### src/rtl/sync_fifo_pkg.sv
// sync_fifo_pkg: shared types and elaboration helpers for the sync_fifo block.
//   fifo_flags_t - packed status flags derived from the read/write pointers
//   is_pow2      - true when n is a power of two and at least 2
package sync_fifo_pkg;

  typedef struct packed {
    logic full;
    logic empty;
  } fifo_flags_t;

  function automatic bit is_pow2(input int unsigned n);
    return (n >= 2) && ((n & (n - 1)) == 0);
  endfunction

endpackage : sync_fifo_pkg

### src/rtl/fifo_ram.sv
// fifo_ram: simple dual-port storage array for sync_fifo.
// It has one synchronous write port and one asynchronous read port, so it maps
// onto distributed RAM.
//   i_clk   - write clock
//   i_we    - write enable
//   i_waddr - write address (AW bits)
//   i_wdata - write data (P_WIDTH bits)
//   i_raddr - read address (AW bits)
//   o_rdata - combinational read data
module fifo_ram #(
  parameter int unsigned AW      = 4,
  parameter int unsigned P_WIDTH = 8
) (
  input  logic               i_clk,
  input  logic               i_we,
  input  logic [AW-1:0]      i_waddr,
  input  logic [P_WIDTH-1:0] i_wdata,
  input  logic [AW-1:0]      i_raddr,
  output logic [P_WIDTH-1:0] o_rdata
);

  logic [P_WIDTH-1:0] r_mem [2**AW];

  // The contents are intentionally not reset.
  always_ff @(posedge i_clk) begin
    if (i_we) begin
      r_mem[i_waddr] <= i_wdata;
    end
  end

  assign o_rdata = r_mem[i_raddr];

endmodule : fifo_ram

### src/rtl/sync_fifo.sv
// sync_fifo: single-clock first-word-fall-through FIFO with valid/ready
// handshakes on the write side and on the read side.
//   sys_clk  - clock; all state changes on the rising edge
//   sys_rst  - synchronous reset, active-high
//   wr_data  - word to enqueue
//   wr_vld   - the producer presents a word
//   wr_rdy   - the FIFO accepts a word this cycle (forced low during reset)
//   rd_data  - head word, read combinationally from the array
//   rd_vld   - the head word is valid
//   rd_rdy   - the consumer takes the head word this cycle
//   level    - number of stored words, from 0 to P_DEPTH
module sync_fifo
  import sync_fifo_pkg::*;
#(
  parameter int unsigned P_DEPTH = 16,
  parameter int unsigned P_WIDTH = 8
) (
  input  logic                       sys_clk,
  input  logic                       sys_rst,
  input  logic [P_WIDTH-1:0]         wr_data,
  input  logic                       wr_vld,
  output logic                       wr_rdy,
  output logic [P_WIDTH-1:0]         rd_data,
  output logic                       rd_vld,
  input  logic                       rd_rdy,
  output logic [$clog2(P_DEPTH):0]   level
);

  localparam int unsigned AW = $clog2(P_DEPTH);

  if (!is_pow2(P_DEPTH)) begin : g_bad_depth
    $error("sync_fifo: P_DEPTH must be a power of two and >= 2");
  end

  // The MSB of each pointer is a wrap bit. It separates full from empty when
  // the address bits are equal.
  logic [AW:0]  r_wr_ptr;
  logic [AW:0]  r_rd_ptr;
  fifo_flags_t  w_flags;
  logic         w_wr_en;
  logic         w_rd_en;

  localparam logic [AW:0] PTR_INC = {{AW{1'b0}}, 1'b1};

  always_comb begin
    w_flags       = '0;
    w_flags.empty = (r_wr_ptr == r_rd_ptr);
    w_flags.full  = (r_wr_ptr[AW-1:0] == r_rd_ptr[AW-1:0]) &&
                    (r_wr_ptr[AW] != r_rd_ptr[AW]);
  end

  assign wr_rdy  = !w_flags.full && !sys_rst;
  assign rd_vld  = !w_flags.empty;
  assign w_wr_en = wr_vld && wr_rdy;
  assign w_rd_en = rd_vld && rd_rdy;
  assign level   = r_wr_ptr - r_rd_ptr;

  always_ff @(posedge sys_clk) begin
    if (sys_rst) begin
      r_wr_ptr <= '0;
      r_rd_ptr <= '0;
    end else begin
      if (w_wr_en) begin
        r_wr_ptr <= r_wr_ptr + PTR_INC;
      end
      if (w_rd_en) begin
        r_rd_ptr <= r_rd_ptr + PTR_INC;
      end
    end
  end

  fifo_ram #(
    .AW      (AW),
    .P_WIDTH (P_WIDTH)
  ) u_ram (
    .i_clk   (sys_clk),
    .i_we    (w_wr_en),
    .i_waddr (r_wr_ptr[AW-1:0]),
    .i_wdata (wr_data),
    .i_raddr (r_rd_ptr[AW-1:0]),
    .o_rdata (rd_data)
  );

endmodule : sync_fifo

### config.mk
export PLATFORM = sky130hd
export DESIGN_NAME = sync_fifo
export DESIGN_NICKNAME = d
export VERILOG_FILES = /design/src/rtl/sync_fifo_pkg.sv /design/src/rtl/fifo_ram.sv /design/src/rtl/sync_fifo.sv
export SDC_FILE = /design/constraint.sdc
export NUM_CORES = 1
export LEC_CHECK = 0
export CAP_MARGIN = 20
export CORE_UTILIZATION = 40
export CTS_CLUSTER_SIZE = 20
export DETAILED_ROUTE_END_ITERATION = 12
export GPL_ROUTABILITY_DRIVEN = 0
export HOLD_SLACK_MARGIN = 0.12
export PLACE_DENSITY_LB_ADDON = 0.3
export SKIP_CTS_REPAIR_TIMING = 1
export SLEW_MARGIN = 0
export SYNTH_ARGS = -nofsm -noshare
export SYNTH_HDL_FRONTEND = slang
export SYNTH_SLANG_ARGS = --single-unit
### constraint.sdc
create_clock -name sys_clk -period 3.75 [get_ports sys_clk]
set_input_delay 0.5625 -clock sys_clk [delete_from_list [all_inputs] [get_ports sys_clk]]
set_output_delay 0.5625 -clock sys_clk [all_outputs]
set_load 0.01 [all_outputs]
==> summary.md <==
| Metric | Value |
|---|---|
| Status | finished clean |
| VDD IR max | 301 uV |
| Cell Area, Synth | 5680 sq um |
| Seq/Total Area, Yosys | 72.6% |
| Antenna violations before repair | 0 |
| First-pass GRT wire length | 17,400 um |
| Total Neg Setup Slack | 0 ns |
| CTS root buffer | clkbuf_16 |
| Max_cap viols | 0 |
| Worst Setup Start Kind | flip-flop |
| Most used DFF post-synth | edfxtp_1 |
| Crit path required time | 3.19 ns |
| Worst r2r src | r_wr_ptr[0]$_SDFFE_PP0P_ |
| CP top delay family | buffers and inverters |
| Fin. Hold Viols | 0 |
| Clk slew on worst S/H paths | 0.06 ns |
| Kind of critical path | flip-flop to output pin |
| Global route overflow | 0 |
| Slowest CP cell | clkdlybuf4s50_1 |
| Fin crit period | 3.14 ns |
| First drt pass iteration count | 4 |
| Skew-Pair Late Insertion Delay | 0.42 ns |
| Synth cell types | 34 |
| Synth async-reset ratio | 0% |
| # rows | 43 |
| Post-synth EDFFs | 128 |
| Slew Limit Fails | 0 |
| Worst setup startpoint | r_wr_ptr[0]$_SDFFE_PP0P_ |
| Cells after synthesis | 303 |
| Seq cells post-synth | 142 |
| Largest net degree at the start of global routing | 21 |
| Finished layout cell area | 6790 sq um |
| Vias in the first global route | 2,981 |
| Placed instance area | 6250 sq um |
| Crit path max fanout | 4 |
| Hold Slack | 0.553 ns |
| Syn avg cell area | 18.7 sq um |
| Initial Util | 40.9% |
| R2r setup slk | 1.28 ns |
| Share of the synthesized area in the top cell type | 67.7% |
| Final wirelength | 11,200 um |
| Clk sinks | 142 |
| Max frequency | 318 MHz |
| Met2 Routed Length | 5320 um |
| Met1 wire length | 5050 um |
| Power Total | 3.82 mW |
| Syn nets | 325 |
| Nets@finish | 379 |
| Die span in x | 121 um |
| Drt wl/cell | 20.3 um |
| Number of remaining DRC errors | 0 |
| Worst setup path endpoint | level[4] |
| CTS Buffer Depth | 2 |
| RSZ-0062 raised after global routing | false |
| CP arrival | 2.58 ns |
| Global Route Usage Sum | 17.0% |
| Crit-path most repeated cell | inv_1 |
| Drt initial violations | 280 |
| Cell Chain, Critical Path | inv_1 > ha_1 > inv_1 > fa_1 > a21o_1 > a21oi_1 > xnor2_1 > clkdlybuf4s50_1 |
| Ys Warns | 0 |
| Slowest stage delay, CP | 0.56 ns |
| DP HPWL | 7300 um |
| Antenna Cells | 0 |
| Core Region | 13,900 sq um |
| Fraction of layout cells with a size suffix above 1 | 22.4% |
| Worst slew pin tran | 0.820 ns |
| CP bufs+invs | 3 |
| Num ports | 27 |
| Port Buffers | 26 |
| Leak | 2.21 nW |
| Slew headroom | 45.2% |
| Via density | 5.18 |
| Tcrit/Tclk final | 83.8% |
| DR WL met3 | 673 um |
| Highest metal used | met4 |
| Total Die Area | 14,700 sq um |
| Worst min-delay path class | flip-flop to flip-flop |
| Number of CTS-inserted buffers | 17 |
| CTS tree | built |
| WP depth | 8 |
| Worst r2r path cells | 7 |
| P per Cell Area | 562 nW/um^2 |
| Antenna-violating nets left | 0 |
| CP Capture Type | output pin |
| Htree depth | 4 |
| Reg2reg end | u_ram.r_mem[5][0]$_DFFE_PP_ |
| Final setup violation count | 0 |
| Synth top area cells | edfxtp_1 (68%), mux4_2 (12%), dfxtp_1 (4.9%), a22oi_1 (2.1%), ha_1 (2.0%) |
| Leading area contributor after synthesis | edfxtp_1 |
| Via count | 2,849 |
| Die Y | 121 um |
| Area Growth Syn to Fin | 19.7% |
| Final Skew | 0.0115 ns |
==> cells in the final DEF, fill, tap and decap left out, types with 4 or more instances in the layout <==
| cell | Yosys | final |
|---|---|---|
| dfxtp_1 | 14 | 13 |
| clkbuf_16 | 0 | 17 |
| nand2_1 | 14 | 14 |
| nor2_1 | 27 | 27 |
| buf_4 | 1 | 20 |
| xnor2_1 | 5 | 5 |
| clkinvlp_4 | 0 | 4 |
| xor2_1 | 5 | 5 |
| ha_1 | 9 | 9 |
| edfxtp_1 | 128 | 128 |
| clkdlybuf4s50_1 | 0 | 26 |
| a21oi_1 | 5 | 5 |
| inv_1 | 7 | 7 |
| a22oi_1 | 16 | 16 |
| mux4_2 | 29 | 29 |
==> final cells by class <==
cell class                 instances  area (sq um)
clock buffer                      19           433
clock inverter                    13           114
fill                            1184          7090
inverter                           7          26.3
multi-input combinational        143          1460
sequential                       142          4130
tap                              180           225
timing repair buffer              46           410
==> through the flow <==
| stage | worst slack, ns | std cells | util (%) |
|---|---|---|---|
| floorplan | 1.56 | 303 | - |
| global placement | 1.03 | 518 | 45.0 |
| detailed placement | 1.03 | 518 | 45.0 |
| CTS | 0.571 | 550 | 48.9 |
| global route | 0.408 | 550 | 48.9 |
| finish | 0.608 | 550 | 48.9 |
==> worst min-delay path by stage <==
stage	from	end	slack, ns	depth (start not counted)
floorplan	r_rd_ptr[3]$_SDFFE_PP0N_	flip-flop	0.48	2
global placement	r_rd_ptr[3]$_SDFFE_PP0N_	r_rd_ptr[3]$_SDFFE_PP0N_	0.54	2
detailed placement	r_rd_ptr[3]$_SDFFE_PP0N_	flip-flop	0.53	2
finish	r_rd_ptr[3]$_SDFFE_PP0N_	r_rd_ptr[3]$_SDFFE_PP0N_	0.55	2
global route	r_rd_ptr[4]$_SDFFE_PP0N_	r_rd_ptr[4]$_SDFFE_PP0N_	0.58	2
CTS	r_rd_ptr[3]$_SDFFE_PP0N_	flip-flop	0.55	2
==> worst min-delay path: cells and delay by family (launching register included) <==
family             cells  cell delay (ns)
DFF                    1             0.34
AOI/OAI and AO/OA      2             0.15
==> routing by layer <==
metal | global-route usage (%) | vias up
met5 | 0 | -
li1 | - | 1315
met1 | 22.6 | 1436
met3 | 5.45 | 11
met2 | 26.4 | 87
met4 | 5.25 | 0
==> registers in the layout, summed over array words and instances (netlist names), named ones only <==
register,count
u_ram.r_mem,128
r_rd_ptr,5
r_wr_ptr,5
==> synthesized netlist by cell type, types with 3 or more instances <==
cell,number
a21oi_1,5
a22oi_1,16
buf_1,5
buf_6,3
dfxtp_1,14
edfxtp_1,128
ha_1,9
inv_1,7
mux4_1,3
mux4_2,29
nand2_1,14
nand3_1,3
nor2_1,27
nor2b_1,3
o21ai_0,3
or3_1,3
xnor2_1,5
xor2_1,5
==> where the power goes <==
group,total [mW],internal (mW),switching [mW]
Sequential,1.76,1.75,0.0186
Combinational,0.514,0.277,0.236
Clock,1.54,0.911,0.630
==> logic make-up after synthesis <==
group / count (synthesis) / synth area share [%]
muxes: 33 / 13.1
buffers and inverters: 18 / 1.65
DFF: 142 / 72.6
xor gates and xnor gates: 11 / 1.83
adders and majority gates: 10 / 2.34
AOI/OAI and AO/OA: 31 / 3.88
and+or+nand+nor: 58 / 4.58
Note: power is estimated with default switching activity, not from simulation.
